$ cat src/rtl/alu_exec.sv
`default_nettype none
// +--------------------------------------------------------------------------+
// | Module : alu_exec                                                        |
// | Desc   : valid/ready ALU with registered result and flags; the iterative |
// |          one-bit-per-cycle shifter is built only with ALU_EXEC_SHIFT_EN.  |
// | Rev    : 1.0  initial release                                            |
// +--------------------------------------------------------------------------+
module alu_exec #(
    parameter int DATA_W  = 32,
    parameter int SHAMT_W = 5
) (
    input  logic               clk,
    input  logic               rst,
    input  logic               in_valid,
    output logic               in_ready,
    input  logic [3:0]         alu_control_line,
    input  logic [DATA_W-1:0]  operand_a,
    input  logic [DATA_W-1:0]  operand_b,
    input  logic [SHAMT_W-1:0] shamt,
    output logic               out_valid,
    input  logic               out_ready,
    output logic [DATA_W-1:0]  result,
    output logic               zero,
    output logic               overflow,
    output logic               illegal_op
);

    localparam int         c_msb    = DATA_W - 1;
    localparam logic [3:0] c_op_and = 4'b0000;
    localparam logic [3:0] c_op_or  = 4'b0001;
    localparam logic [3:0] c_op_add = 4'b0010;
    localparam logic [3:0] c_op_sub = 4'b0110;
    localparam logic [3:0] c_op_slt = 4'b0111;
    localparam logic [3:0] c_op_xor = 4'b1000;
    localparam logic [3:0] c_op_nor = 4'b1100;
`ifdef ALU_EXEC_SHIFT_EN
    localparam logic [3:0] c_op_sll = 4'b0011;
    localparam logic [3:0] c_op_srl = 4'b0100;
    localparam logic [3:0] c_op_sra = 4'b0101;
`endif

    typedef enum logic [1:0] {
        S_IDLE  = 2'd0,
`ifdef ALU_EXEC_SHIFT_EN
        S_SHIFT = 2'd2,
`endif
        S_DONE  = 2'd1
    } state_t;

    state_t              r_state;
    logic [DATA_W-1:0]   r_result;
    logic                r_out_valid;
    logic                r_zero;
    logic                r_overflow;
    logic                r_illegal;

    logic                w_accept;
    logic [DATA_W-1:0]   w_sum;
    logic [DATA_W-1:0]   w_diff;
    logic                w_lt;
    logic [DATA_W-1:0]   w_alu_res;
    logic                w_alu_ovf;
    logic                w_alu_illegal;
    logic                w_shift_start;

    // A new request may enter while the previous result leaves in the same cycle.
    assign in_ready = !rst && ((r_state == S_IDLE) || ((r_state == S_DONE) && out_ready));
    assign w_accept = in_valid && in_ready;

    assign w_sum  = operand_a + operand_b;
    assign w_diff = operand_a - operand_b;
    assign w_lt   = $signed(operand_a) < $signed(operand_b);

    always_comb begin
        w_alu_res     = '0;
        w_alu_ovf     = 1'b0;
        w_alu_illegal = 1'b0;
        w_shift_start = 1'b0;
        case (alu_control_line)
            c_op_add: begin
                w_alu_res = w_sum;
                w_alu_ovf = (operand_a[c_msb] == operand_b[c_msb]) &&
                            (w_sum[c_msb] != operand_a[c_msb]);
            end
            c_op_sub: begin
                w_alu_res = w_diff;
                w_alu_ovf = (operand_a[c_msb] != operand_b[c_msb]) &&
                            (w_diff[c_msb] != operand_a[c_msb]);
            end
            c_op_and: w_alu_res = operand_a & operand_b;
            c_op_or:  w_alu_res = operand_a | operand_b;
            c_op_xor: w_alu_res = operand_a ^ operand_b;
            c_op_nor: w_alu_res = ~(operand_a | operand_b);
            c_op_slt: w_alu_res = {{(DATA_W-1){1'b0}}, w_lt};
`ifdef ALU_EXEC_SHIFT_EN
            // A zero shift completes immediately with operand_b unchanged.
            c_op_sll, c_op_srl, c_op_sra: begin
                w_alu_res     = operand_b;
                w_shift_start = (shamt != '0);
            end
`endif
            default:  w_alu_illegal = 1'b1;
        endcase
    end

`ifdef ALU_EXEC_SHIFT_EN
    logic [SHAMT_W-1:0] r_count;
    logic [3:0]         r_shift_op;
    logic [DATA_W-1:0]  w_shift_next;

    always_comb begin
        w_shift_next = r_result;
        case (r_shift_op)
            c_op_sll: w_shift_next = {r_result[c_msb-1:0], 1'b0};
            c_op_srl: w_shift_next = {1'b0, r_result[c_msb:1]};
            c_op_sra: w_shift_next = {r_result[c_msb], r_result[c_msb:1]};
            default:  w_shift_next = r_result;
        endcase
    end
`else
    logic w_unused_shamt;
    assign w_unused_shamt = ^shamt;
`endif

    always_ff @(posedge clk) begin
        if (rst) begin
            r_state     <= S_IDLE;
            r_out_valid <= 1'b0;
            r_result    <= '0;
            r_zero      <= 1'b0;
            r_overflow  <= 1'b0;
            r_illegal   <= 1'b0;
`ifdef ALU_EXEC_SHIFT_EN
            r_count     <= '0;
            r_shift_op  <= '0;
`endif
        end else begin
            case (r_state)
                S_IDLE, S_DONE: begin
                    if (w_accept) begin
`ifdef ALU_EXEC_SHIFT_EN
                        if (w_shift_start) begin
                            r_state     <= S_SHIFT;
                            r_out_valid <= 1'b0;
                            r_result    <= operand_b;
                            r_count     <= shamt;
                            r_shift_op  <= alu_control_line;
                            r_zero      <= 1'b0;
                            r_overflow  <= 1'b0;
                            r_illegal   <= 1'b0;
                        end else
`endif
                        begin
                            r_state     <= S_DONE;
                            r_out_valid <= 1'b1;
                            r_result    <= w_alu_res;
                            r_zero      <= (w_alu_res == '0);
                            r_overflow  <= w_alu_ovf;
                            r_illegal   <= w_alu_illegal;
                        end
                    end else if ((r_state == S_DONE) && out_ready) begin
                        r_state     <= S_IDLE;
                        r_out_valid <= 1'b0;
                    end
                end
`ifdef ALU_EXEC_SHIFT_EN
                S_SHIFT: begin
                    r_result <= w_shift_next;
                    r_count  <= r_count - SHAMT_W'(1);
                    if (r_count == SHAMT_W'(1)) begin
                        r_state     <= S_DONE;
                        r_out_valid <= 1'b1;
                        r_zero      <= (w_shift_next == '0);
                    end
                end
`endif
                default: begin
                    r_state     <= S_IDLE;
                    r_out_valid <= 1'b0;
                end
            endcase
        end
    end

    assign out_valid  = r_out_valid;
    assign result     = r_result;
    assign zero       = r_zero;
    assign overflow   = r_overflow;
    assign illegal_op = r_illegal;

endmodule
`default_nettype wire

$ cat config.mk
export PLATFORM = sky130hd
export DESIGN_NAME = alu_exec
export DESIGN_NICKNAME = d
export VERILOG_FILES = /design/src/rtl/alu_exec.sv
export SDC_FILE = /design/constraint.sdc
export NUM_CORES = 1
export LEC_CHECK = 0
export BUFFER_PORTS_ARGS = -buffer_cell sky130_fd_sc_hd__buf_2
export CORE_MARGIN = 8
export CORE_UTILIZATION = 54
export CTS_BUF_LIST = sky130_fd_sc_hd__clkbuf_4 sky130_fd_sc_hd__clkbuf_8 sky130_fd_sc_hd__clkbuf_16
export CTS_CLUSTER_DIAMETER = 200
export DETAILED_ROUTE_END_ITERATION = 10
export PLACE_DENSITY = 0.8
export SYNTH_ARGS = -nofsm -noshare
export SYNTH_HDL_FRONTEND = slang
export SYNTH_SLANG_ARGS = --single-unit
$ cat constraint.sdc
create_clock -name clk -period 3.9 [get_ports clk]
set_clock_uncertainty 0.1 [all_clocks]
set_input_delay 0.585 -clock clk [delete_from_list [all_inputs] [get_ports clk]]
set_output_delay 0.585 -clock clk [all_outputs]
set_load 0.005 [all_outputs]
==> results of run 1 <==
## power by group
group	switching, mW	total, mW	internal, mW
registers	0.0135	0.399	0.386
logic	0.777	1.45	0.676
clock network	0.158	0.427	0.269
total	0.948	2.28	1.33
## stage by stage
step                instances  util [%]
floorplan                 998         -
global placement         1551     79.93
detailed placement       1551     79.93
CTS                      1563     82.22
global route             1568     83.48
finish                   1568     83.48
## layer usage
layer	global-route usage, %	wire [um]	up-vias
li1	-	-	4464
met1	44.33	12360	4534
met2	60.92	14720	794
met3	7.507	4359	228
met4	18.99	1971	0
met5	0	0	-
## placed cells by master (no fill, tap or decap), types with 14 or more instances in the layout
master / n
a21o_1: 16
ha_1: 101
inv_1: 87
nand3_1: 22
a21oi_1: 75
nand2_1: 83
o21ai_0: 61
dfxtp_1: 36
a22oi_1: 14
nor2_1: 83
buf_2: 105
nor3_1: 20
nor4_1: 18
a22o_1: 16
buf_4: 340
## Yosys cell counts (all sizes together), types with 5 or more instances
master  count
o21ai      73
a22o       16
a31o        8
a221o      12
a21o       17
nor4       21
or2         5
nand4       9
inv        94
xnor2       8
dfxtp      36
nor3       25
and3        8
a211o       7
clkbuf     38
a31oi      10
a221oi     13
mux2i      13
a21oi      81
nand3      23
a22oi      14
o221ai     10
o31ai      12
nor2       85
nor2b      13
nand2b     12
a211oi     14
o22ai      13
nand2      83
buf        26
ha        104
or4         6
o21bai      9
o211ai     11
## worst max-delay path, delay by kind of cell
family | cells | cell delay (ns)
buf+inv | 2 | 0.15
compound gates | 5 | 1.48
simple gates | 5 | 1.86
fa+ha+maj | 1 | 0.39
## what timing repair did
item                       4_1_cts  5_1_grt
setup endpoints to repair        5        5
pin swaps                       11       15
setup buffers                    4        5
gates resized for setup         23       25
## worst min-delay path by stage
stage / start / end / depth (start not counted)
final: result[24] / result[24] / 2
after global routing: result[21] / result[21] / 1
after CTS: result[24] / result[24] / 2
after detailed placement: result[24] / result[24] / 2
after global placement: result[0] / result[0] / 2
after floorplan: result[16] / result[16] / 2
## cell families (layout without fill, tap and decap cells)
family	after synthesis	count (layout)	synth area share [%]
AND/OR/NAND/NOR	306	306	21.26
multiplexers	15	15	2.176
XOR/XNOR	11	11	1.374
buffers and inverters	159	557	9.347
AO/OA/AOI/OAI	365	365	36.44
flip-flops	36	36	10.27
adder cells (fa/ha/maj)	106	106	19.12
## registers in the layout (all words and copies together) (netlist names)
name        count
zero            1
overflow        1
illegal_op      1
out_valid       1
result         32
## area by class of cell
| class | count | area, um^2 |
|---|---|---|
| multi-input combinational | 803 | 5896 |
| timing repair buffer | 454 | 3219 |
| fill | 819 | 2093 |
| sequential | 36 | 720.7 |
| inverter | 95 | 372.9 |
| tap | 172 | 215.2 |
| clock buffer | 8 | 153.9 |
==> metrics.txt, run 1 <==
# TYPE chip_impl_metric gauge
chip_impl_metric{name="first_global_vias",unit=""} 9717
chip_impl_metric{name="first_pass_iters",unit=""} 9
chip_impl_metric{name="detailed_place.area",unit="um^2"} 10130
chip_impl_metric{name="synth-seq-cells",unit=""} 36
chip_impl_metric{name="synth_enable_flop_cells",unit=""} 0
chip_impl_metric{name="antenna_cells_inserted",unit=""} 0
chip_impl_metric{name="cts-buffers-inserted",unit=""} 5
chip_impl_metric{name="portion_of_synthesized_cell_area_occupied_by_the_leading_cell_type",unit="%"} 18.55
chip_impl_metric{name="drive_above_1_share",unit="%"} 38.54
chip_impl_metric{name="finalWirelength",unit="mm"} 33.41
chip_impl_metric{name="rows",unit=""} 41
chip_impl_metric{name="report.final.hold_viol_count",unit=""} 0
chip_impl_metric{name="r2r.worst_path.cells",unit=""} 10
chip_impl_metric{name="route.antenna.remaining_nets",unit=""} 0
chip_impl_metric{name="setup.reg_to_reg.worst_slack",unit="ns"} 0.35
chip_impl_info{name="synthFlopType",value="dfxtp_1"} 1
chip_impl_info{name="worst_setup_startpoint",value="operand_a[2]"} 1
chip_impl_metric{name="maxClockFrequency",unit="MHz"} 228.3
chip_impl_metric{name="grt_antenna_before_repair",unit=""} 0
chip_impl_metric{name="power_leakage",unit="nW"} 5.357
chip_impl_metric{name="place.detailed.hpwl",unit="mm"} 25.20
chip_impl_metric{name="holdBufCountCts",unit=""} 0
chip_impl_metric{name="ir_drop",unit="V"} 0.0001793
chip_impl_metric{name="synth_warnings",unit=""} 0
chip_impl_metric{name="place_congestion",unit=""} 1.006
chip_impl_metric{name="postLayoutCellArea",unit="um^2"} 10580
chip_impl_metric{name="io-pin-count",unit=""} 114
chip_impl_metric{name="crit_path_max_fanout",unit=""} 5
chip_impl_metric{name="drt_drc_violations_left",unit=""} 0
chip_impl_metric{name="groute.usage.overall",unit="%"} 36.82
chip_impl_metric{name="yosysUniqueCellTypes",unit=""} 89
chip_impl_metric{name="buffer_ports.inserted",unit=""} 108
chip_impl_metric{name="fp.dieH",unit="um"} 130.0
chip_impl_metric{name="cap_violations",unit=""} 0
chip_impl_metric{name="final_max_slew_viol_count",unit=""} 0
chip_impl_info{name="synth.largest_area_cell",value="ha_1"} 1
chip_impl_metric{name="finalSetupTns",unit="ns"} -0.4806
chip_impl_metric{name="stage_delay_of_the_slowest_cell_on_the_critical_path",unit="ns"} 0.67
chip_impl_metric{name="numClockSinks",unit=""} 36
chip_impl_info{name="root_buffer",value="clkbuf_16"} 1
chip_impl_metric{name="power_density",unit="nW/um^2"} 215.4
chip_impl_info{name="reg2reg_to",value="zero"} 1
chip_impl_metric{name="pre_cts_slack",unit="ns"} -0.7861
chip_impl_metric{name="synth_nets",unit=""} 1181
chip_impl_metric{name="grt_max_degree",unit=""} 30
chip_impl_metric{name="finalPower",unit="mW"} 2.278
chip_impl_info{name="rsz_0062_raised_after_global_routing",value="yes"} 1
chip_impl_metric{name="synth.cell_area",unit="um^2"} 7014
chip_impl_metric{name="syn_to_final_growth",unit="%"} 50.80
chip_impl_info{name="cp-start-kind",value="input port"} 1
chip_impl_info{name="path_cells",value="buf_2 > inv_1 > ha_1 > a21o_1 > a21oi_1 > a221oi_1 > o21ai_0 > or3_4 > nor4_4 > nand4_1 > or4b_1 > or4_1 > o31ai_2"} 1
chip_impl_info{name="worst_hold_path_type",value="register to register"} 1
chip_impl_info{name="synth_area_leaders",value="ha_1 19%, dfxtp_1 10%, a21oi_1 5.7%, inv_1 4.8%, o21ai_0 4.6%"} 1
chip_impl_metric{name="path_clk_slew",unit="ns"} 0.05
chip_impl_metric{name="total_via_count_in_the_routed_design",unit=""} 10020
chip_impl_metric{name="initial_utilization",unit="%"} 55.36
chip_impl_metric{name="postLayoutSetupSlackWorst",unit="ns"} -0.4806
chip_impl_info{name="endpoint",value="zero"} 1
chip_impl_info{name="crit_path_capture_type",value="register"} 1
chip_impl_metric{name="worst_slew_margin_rel",unit="%"} 34.75
chip_impl_info{name="failed_checks",value="setup timing"} 1
chip_impl_metric{name="via_per_inst",unit=""} 6.390
chip_impl_info{name="critPathSlowestCell",value="a221oi_1"} 1
chip_impl_metric{name="clk-insertion-delay-late",unit="ns"} 0.28
chip_impl_info{name="run_status",value="finished with violations"} 1
chip_impl_metric{name="layout_min_cycle_time",unit="ns"} 4.381
chip_impl_metric{name="nets",unit=""} 1578
chip_impl_metric{name="post_drt_wl_per_cell",unit="um"} 21.30
chip_impl_metric{name="drt_first_iter_violations",unit=""} 1559
chip_impl_info{name="worstReg2RegStart",value="out_valid"} 1
chip_impl_metric{name="worst-endpoint-required",unit="ns"} 4.00
chip_impl_metric{name="core_region_area",unit="um^2"} 12670
chip_impl_metric{name="die_area",unit="um^2"} 16890
chip_impl_metric{name="synthCells",unit=""} 998
chip_impl_metric{name="synth.avg_cell_area",unit="um^2"} 7.028
chip_impl_metric{name="timing.hold.ws",unit="ns"} 0.3596
chip_impl_metric{name="grt_overflow_total",unit=""} 0
chip_impl_info{name="cts_tree",value="done"} 1
chip_impl_info{name="setup.worst_path.class",value="input port to register"} 1
chip_impl_metric{name="grt_pass1_wl",unit="mm"} 49.47
chip_impl_metric{name="sequential_share_of_the_synthesized_area",unit="%"} 10.27
chip_impl_metric{name="worstPathArrival",unit="ns"} 4.48
chip_impl_metric{name="floorplan.die.width",unit="um"} 130.0
chip_impl_metric{name="htreeDepth",unit=""} 2
chip_impl_metric{name="setup-violations-final",unit=""} 1
chip_impl_metric{name="synth-async-reset-ratio",unit="%"} 0
chip_impl_metric{name="layout_worst_path_cycle_share",unit="%"} 112.3
chip_impl_metric{name="ctsLongestPathBuffers",unit=""} 2
chip_impl_metric{name="worst_pin_slew",unit="ns"} 0.9704
Power figures use the tool's default switching activity.
==> inputs of run 2 (changes only) <==
--- a/config.mk
+++ b/config.mk
@@ -7,11 +7,11 @@
 export LEC_CHECK = 0
 export BUFFER_PORTS_ARGS = -buffer_cell sky130_fd_sc_hd__buf_2
 export CORE_MARGIN = 8
-export CORE_UTILIZATION = 54
+export CORE_UTILIZATION = 35
 export CTS_BUF_LIST = sky130_fd_sc_hd__clkbuf_4 sky130_fd_sc_hd__clkbuf_8 sky130_fd_sc_hd__clkbuf_16
 export CTS_CLUSTER_DIAMETER = 200
 export DETAILED_ROUTE_END_ITERATION = 10
-export PLACE_DENSITY = 0.8
+export RECOVER_POWER = 100
 export SYNTH_ARGS = -nofsm -noshare
 export SYNTH_HDL_FRONTEND = slang
 export SYNTH_SLANG_ARGS = --single-unit
==> run 2 against run 1 <==
  * The flow still finishes with violations (setup timing)
  * Largest power group unchanged
  * Critical endpoint unchanged
  * Total power increased by 3.8%
  * First-iteration DRC count shrank 51%
  * Worst hold slack worse by 0.020 ns
==> metrics.txt, run 2 (same netlist as run 1, synthesis figures left out) <==
# TYPE chip_impl_metric gauge
chip_impl_info{name="run_status",value="finished with violations"} 1
chip_impl_info{name="failed_checks",value="setup timing"} 1
chip_impl_metric{name="grt_antenna_before_repair",unit=""} 0
chip_impl_metric{name="postLayoutSetupSlackWorst",unit="ns"} -0.2880
chip_impl_metric{name="post_drt_wl_per_cell",unit="um"} 18.53
chip_impl_metric{name="grt_max_degree",unit=""} 33
chip_impl_metric{name="ir_drop",unit="V"} 0.0001775
chip_impl_metric{name="layout_worst_path_cycle_share",unit="%"} 107.4
chip_impl_metric{name="die_area",unit="um^2"} 24830
chip_impl_metric{name="report.final.hold_viol_count",unit=""} 0
chip_impl_metric{name="htreeDepth",unit=""} 2
chip_impl_info{name="critical-path-top-delay-family",value="simple AND/OR/NAND/NOR gates"} 1
chip_impl_metric{name="worst_slew_margin_rel",unit="%"} 10.23
chip_impl_metric{name="path_clk_slew",unit="ns"} 0.06
chip_impl_info{name="layout_common_cells",value="369 x buf_4, 96 x ha_1, 85 x inv_1"} 1
chip_impl_metric{name="grt_overflow_total",unit=""} 0
chip_impl_metric{name="place.detailed.hpwl",unit="mm"} 25.53
chip_impl_metric{name="critical_path.n_buffers_inverters",unit=""} 1
chip_impl_info{name="worst_hold_path_type",value="register to register"} 1
chip_impl_metric{name="first_global_vias",unit=""} 9247
chip_impl_info{name="layout.cells.most_common",value="buf_4"} 1
chip_impl_metric{name="total_via_count_in_the_routed_design",unit=""} 9414
chip_impl_metric{name="core_region_area",unit="um^2"} 19590
chip_impl_metric{name="buffer_ports.inserted",unit=""} 108
chip_impl_metric{name="via_per_inst",unit=""} 5.577
chip_impl_info{name="critPathSlowestCell",value="or4_4"} 1
chip_impl_metric{name="cts-buffers-inserted",unit=""} 5
chip_impl_metric{name="pre_cts_slack",unit="ns"} -0.7560
chip_impl_metric{name="antenna_cells_inserted",unit=""} 0
chip_impl_metric{name="fp.dieH",unit="um"} 157.6
chip_impl_metric{name="drt_drc_violations_left",unit=""} 0
chip_impl_metric{name="finalSetupTns",unit="ns"} -0.2880
chip_impl_info{name="cts_tree",value="done"} 1
chip_impl_metric{name="worst-endpoint-required",unit="ns"} 4.00
chip_impl_metric{name="rows",unit=""} 51
chip_impl_metric{name="final_cell_count_no_fill",unit=""} 1688
chip_impl_metric{name="nets",unit=""} 1605
chip_impl_metric{name="route.antenna.remaining_nets",unit=""} 0
chip_impl_metric{name="io-pin-count",unit=""} 114
chip_impl_metric{name="drive_above_1_share",unit="%"} 38.58
chip_impl_metric{name="syn_to_final_growth",unit="%"} 55.90
chip_impl_metric{name="post-route-util",unit="%"} 55.82
chip_impl_metric{name="grt_pass1_wl",unit="mm"} 48.78
chip_impl_metric{name="initial_utilization",unit="%"} 35.81
chip_impl_metric{name="maxClockFrequency",unit="MHz"} 238.8
chip_impl_info{name="rsz_0062_raised_after_global_routing",value="yes"} 1
chip_impl_metric{name="power_leakage",unit="nW"} 5.362
chip_impl_metric{name="stage_delay_of_the_slowest_cell_on_the_critical_path",unit="ns"} 0.54
chip_impl_metric{name="crit_path_max_fanout",unit=""} 4
chip_impl_info{name="root_buffer",value="clkbuf_16"} 1
chip_impl_metric{name="drt_first_iter_violations",unit=""} 764
chip_impl_info{name="cp-start-kind",value="input port"} 1
chip_impl_info{name="path_cells",value="buf_12 > ha_4 > fa_2 > a21o_1 > a221o_2 > a31o_4 > nor2b_4 > and3_4 > a211oi_2 > and4_1 > nand4_1 > or4b_1 > or4_4 > o31ai_4"} 1
chip_impl_metric{name="largest_reg_flops",unit=""} 32
chip_impl_metric{name="groute.usage.overall",unit="%"} 24.65
chip_impl_info{name="setup.worst_path.class",value="input port to register"} 1
chip_impl_metric{name="finalWirelength",unit="mm"} 31.28
chip_impl_metric{name="first_pass_iters",unit=""} 5
chip_impl_metric{name="worstPathArrival",unit="ns"} 4.29
chip_impl_metric{name="power_density",unit="nW/um^2"} 216.2
chip_impl_metric{name="cap_violations",unit=""} 0
chip_impl_info{name="crit_path_capture_type",value="register"} 1
chip_impl_metric{name="setup-violations-final",unit=""} 1
chip_impl_metric{name="final_max_slew_viol_count",unit=""} 0
chip_impl_metric{name="layout_min_cycle_time",unit="ns"} 4.188
chip_impl_metric{name="clk-insertion-delay-late",unit="ns"} 0.28
chip_impl_metric{name="numClockSinks",unit=""} 36
chip_impl_metric{name="placed_cells_incl_taps",unit=""} 1657
chip_impl_metric{name="floorplan.die.width",unit="um"} 157.6
chip_impl_metric{name="ctsLongestPathBuffers",unit=""} 2
chip_impl_metric{name="place_congestion",unit=""} 1.001
chip_impl_metric{name="worst_pin_slew",unit="ns"} 1.336
run 2: routing by layer:
layer,vias to the layer above,part of all wire (%),GRT usage [%]
met4,0,3.9,9.973
met1,4393,43,31.89
li1,4511,-,-
met5,-,0,0
met2,432,45,40.49
met3,78,7.7,3.318
run 2: power breakdown:
group          leakage, nW  internal (mW)  switching, mW
clock network       0.0901          0.337          0.168
logic                 4.98          0.707          0.757
registers            0.293          0.385         0.0103
total                 5.36           1.43          0.935
run 2: area by class of cell:
| type | count | area [um^2] |
|---|---|---|
| Clock buffer | 7 | 152.6 |
| Clock inverter | 1 | 30.03 |
| Multi-Input combinational cell | 803 | 5982 |
| Inverter | 95 | 372.9 |
| Tap cell | 265 | 331.6 |
| Timing Repair Buffer | 481 | 3346 |
| Fill cell | 1944 | 8655 |
| Sequential cell | 36 | 720.7 |
run 2: through the flow:
stage               hold WS [ns]  instance area, um^2  total power, mW
floorplan                 0.3388                 7071            1.058
global placement          0.3289                10320            1.739
detailed placement        0.3308                10320            1.748
CTS                       0.3404                10840            2.309
global route              0.3770                10940            2.501
finish                    0.3401                10940            2.364
run 2: worst reg2reg max path, stage by stage (launching register included):
cell     delay (ns)
dfxtp_1        0.30
nor2b_1        0.14
nor2_1         0.12
nand2_1        0.09
or4_4          0.55
or3_4          0.36
nor4_4         0.18
nand4_1        0.13
or4b_1         0.52
or4_4          0.54
o31ai_4        0.17
run 2: timing repair:
action | 4_1_cts | 5_1_grt
setup endpoints to repair | 3 | 6
setup buffers | 23 | 4
pin swaps | 20 | 26
cloned | 0 | 0
gates resized for setup | 31 | 34
hold buffers | 0 | 0
run 2: final timing paths:
| path | slack [ns] | startpoint | to | cells after the start |
|---|---|---|---|---|
| hold reg to reg | 0.34 | result[16] | result[16] | 2 |
| setup / recovery | -0.29 | operand_a[0] | zero | 14 |
| hold / removal | 0.34 | result[16] | result[16] | 2 |
| setup reg to reg | 0.63 | out_valid | zero | 10 |
==> inputs of run 3 (changes only) <==
--- a/config.mk
+++ b/config.mk
@@ -11,6 +11,7 @@
 export CTS_BUF_LIST = sky130_fd_sc_hd__clkbuf_4 sky130_fd_sc_hd__clkbuf_8 sky130_fd_sc_hd__clkbuf_16
 export CTS_CLUSTER_DIAMETER = 200
 export DETAILED_ROUTE_END_ITERATION = 10
+export MAX_ROUTING_LAYER = met4
 export RECOVER_POWER = 100
 export SYNTH_ARGS = -nofsm -noshare
 export SYNTH_HDL_FRONTEND = slang
==> run 3 against run 2 <==
  * Via count rose by 0.90%
  * The run still ends with setup timing left
  * Sequential share of layout area barely moved
  * Total power fell by 3.8%
  * First-iteration DRC count rose by 1.2%
  * Register-to-register slack got worse by 0.06 ns
  * Critical endpoint unchanged
  * Worst setup slack improved by 0.049 ns
  * Die area did not move
  * Critical path depth rose by 1
  * Non-clock buffer count rose by 5
==> metrics.txt, run 3 (same netlist as run 1, synthesis figures left out) <==
# TYPE chip_impl_metric gauge
chip_impl_info{name="run_status",value="finished with violations"} 1
chip_impl_info{name="failed_checks",value="setup timing"} 1
chip_impl_metric{name="postLayoutSetupSlackWorst",unit="ns"} -0.2392
chip_impl_metric{name="total_via_count_in_the_routed_design",unit=""} 9499
chip_impl_info{name="hp-start",value="result[16]"} 1
chip_impl_metric{name="first_pass_iters",unit=""} 6
chip_impl_metric{name="via_per_inst",unit=""} 5.614
chip_impl_metric{name="floorplan.die.width",unit="um"} 157.6
chip_impl_metric{name="buffer_ports.inserted",unit=""} 108
chip_impl_metric{name="grt_pass1_wl",unit="mm"} 49.13
chip_impl_metric{name="finalWirelength",unit="mm"} 31.91
chip_impl_metric{name="r2r.worst_path.cells",unit=""} 10
chip_impl_metric{name="route.antenna.remaining_nets",unit=""} 0
chip_impl_metric{name="power_density",unit="nW/um^2"} 207.0
chip_impl_metric{name="htreeDepth",unit=""} 2
chip_impl_metric{name="grt_overflow_total",unit=""} 0
chip_impl_metric{name="worst_slew_margin_rel",unit="%"} 3.556
chip_impl_info{name="rsz_0062_raised_after_global_routing",value="yes"} 1
chip_impl_metric{name="initial_utilization",unit="%"} 35.81
chip_impl_metric{name="drive_above_1_share",unit="%"} 38.40
chip_impl_metric{name="drt_first_iter_violations",unit=""} 773
chip_impl_metric{name="worst_pin_slew",unit="ns"} 1.435
chip_impl_metric{name="post_drt_wl_per_cell",unit="um"} 18.86
chip_impl_metric{name="report.final.hold_viol_count",unit=""} 0
chip_impl_metric{name="nets",unit=""} 1610
chip_impl_metric{name="ir_drop",unit="V"} 0.0001571
chip_impl_metric{name="drt_drc_violations_left",unit=""} 0
chip_impl_info{name="worst_hold_path_type",value="register to register"} 1
chip_impl_metric{name="power_leakage",unit="nW"} 5.351
chip_impl_metric{name="clk-insertion-delay-late",unit="ns"} 0.28
chip_impl_metric{name="core_region_area",unit="um^2"} 19590
chip_impl_metric{name="die_area",unit="um^2"} 24830
chip_impl_metric{name="setup.reg_to_reg.worst_slack",unit="ns"} 0.57
chip_impl_metric{name="place_congestion",unit=""} 0.9983
chip_impl_info{name="crit_path_capture_type",value="register"} 1
chip_impl_metric{name="pre_cts_slack",unit="ns"} -0.7839
chip_impl_metric{name="place.detailed.hpwl",unit="mm"} 25.42
chip_impl_metric{name="numClockSinks",unit=""} 36
chip_impl_info{name="layout_common_cells",value="357 x buf_4, 96 x ha_1, 87 x inv_1"} 1
chip_impl_metric{name="cts-buffers-inserted",unit=""} 5
chip_impl_metric{name="cap_violations",unit=""} 0
chip_impl_metric{name="grt_antenna_before_repair",unit=""} 0
chip_impl_info{name="setup.worst_path.class",value="input port to register"} 1
chip_impl_metric{name="seq_area",unit="um^2"} 720.7
chip_impl_metric{name="rows",unit=""} 51
chip_impl_metric{name="layout_min_cycle_time",unit="ns"} 4.139
chip_impl_info{name="layout.cells.most_common",value="buf_4"} 1
chip_impl_metric{name="fp.dieH",unit="um"} 157.6
chip_impl_metric{name="path_clk_slew",unit="ns"} 0.06
chip_impl_info{name="worstReg2RegStart",value="out_valid"} 1
chip_impl_metric{name="timing.hold.ws",unit="ns"} 0.3404
chip_impl_metric{name="worstPathArrival",unit="ns"} 4.24
chip_impl_metric{name="multi_input_comb_area",unit="um^2"} 6038
chip_impl_metric{name="crit_path_max_fanout",unit=""} 2
chip_impl_metric{name="largest_reg_flops",unit=""} 32
chip_impl_info{name="cts_tree",value="done"} 1
chip_impl_metric{name="maxClockFrequency",unit="MHz"} 241.6
chip_impl_metric{name="whs_path_depth",unit=""} 2
chip_impl_metric{name="grt_max_degree",unit=""} 33
chip_impl_metric{name="worst-endpoint-required",unit="ns"} 4.00
chip_impl_info{name="min_delay_worst_endpoint",value="result[16]"} 1
chip_impl_metric{name="ctsLongestPathBuffers",unit=""} 2
chip_impl_metric{name="syn_to_final_growth",unit="%"} 56.65
chip_impl_metric{name="final_max_slew_viol_count",unit=""} 0
chip_impl_metric{name="setup-violations-final",unit=""} 2
chip_impl_metric{name="io-pin-count",unit=""} 114
chip_impl_info{name="root_buffer",value="clkbuf_16"} 1
chip_impl_info{name="reg2reg_to",value="zero"} 1
chip_impl_metric{name="fill_cells",unit=""} 1941
chip_impl_metric{name="groute.usage.overall",unit="%"} 25.54
chip_impl_metric{name="antenna_cells_inserted",unit=""} 0
chip_impl_info{name="cp-start-kind",value="input port"} 1
chip_impl_metric{name="first_global_vias",unit=""} 9137
chip_impl_metric{name="layout_worst_path_cycle_share",unit="%"} 106.1
run 3: changes by cell type in the layout (fill, tap and decap cells not counted), moves of 5 or more:
cell      delta
buf_6        +7
a21oi_2      +5
clkbuf_4     +5
buf_4       -12
clkbuf_1     +6
a21oi_1      -5
run 3: repair_timing:
action,CTS,global route
gates resized for setup,34,49
hold buffers,0,0
endpoints found under the setup margin,2,6
setup buffers,31,4
pin swaps,20,28
run 3: layout make-up:
cell class                 instances  share of cell area, %
timing repair buffer             486                  30.82
tap                              265                  3.018
sequential                        36                  6.559
clock inverter                     1                0.04555
clock buffer                       6                  1.207
multi-input combinational        803                  54.95
inverter                          95                  3.393
run 3: through the flow:
step | std cells | total power [mW] | utilization [%] | instance area [um^2] | TNS, ns
floorplan | 998 | 1.058 | - | 7071 | -0.1873
global placement | 1655 | 1.740 | 52.59 | 10300 | -1.821
detailed placement | 1655 | 1.745 | 52.59 | 10300 | -2.238
CTS | 1693 | 2.212 | 55.41 | 10860 | -0.5401
global route | 1692 | 2.410 | 56.09 | 10990 | -0.6865
finish | 1692 | 2.275 | 56.09 | 10990 | -0.3664
run 3: worst max-delay path, stage by stage:
cell and delay, ns:
buf_12 0.10, inv_12 0.03, ha_4 0.15, fa_2 0.36, mux2i_1 0.18, xor2_1 0.21, o22ai_2 0.11, buf_4 0.14
or4_4 0.49, or3_4 0.36, nor4_4 0.18, nand4_1 0.13, or4b_1 0.48, or4_4 0.56, o31ai_4 0.17
run 3: metal layers:
metal  track usage [%]  wire [um]  vias up
met5                 -          0        -
met3             2.769       2396       83
met2             41.64      14560      428
met4             7.434       1019        0
met1             32.78      13940     4449
li1                  -          -     4539
run 3: worst max path at each step:
stage / from / end / slack [ns] / cells after the start
after global routing: operand_a[0] / zero / -0.35 / 15
after floorplan: operand_a[0] / zero / -0.19 / 14
after detailed placement: operand_a[0] / zero / -0.78 / 16
after global placement: operand_b[17] / zero / -0.67 / 14
after CTS: operand_b[4] / zero / -0.25 / 16
final: operand_a[0] / zero / -0.24 / 15
run 3: report_power, final:
group / leakage, nW / switching (mW) / total (mW) / internal, mW
Clock: 0.0701 / 0.158 / 0.398 / 0.239
Combinational: 4.99 / 0.770 / 1.48 / 0.711
Sequential: 0.293 / 0.0105 / 0.396 / 0.385
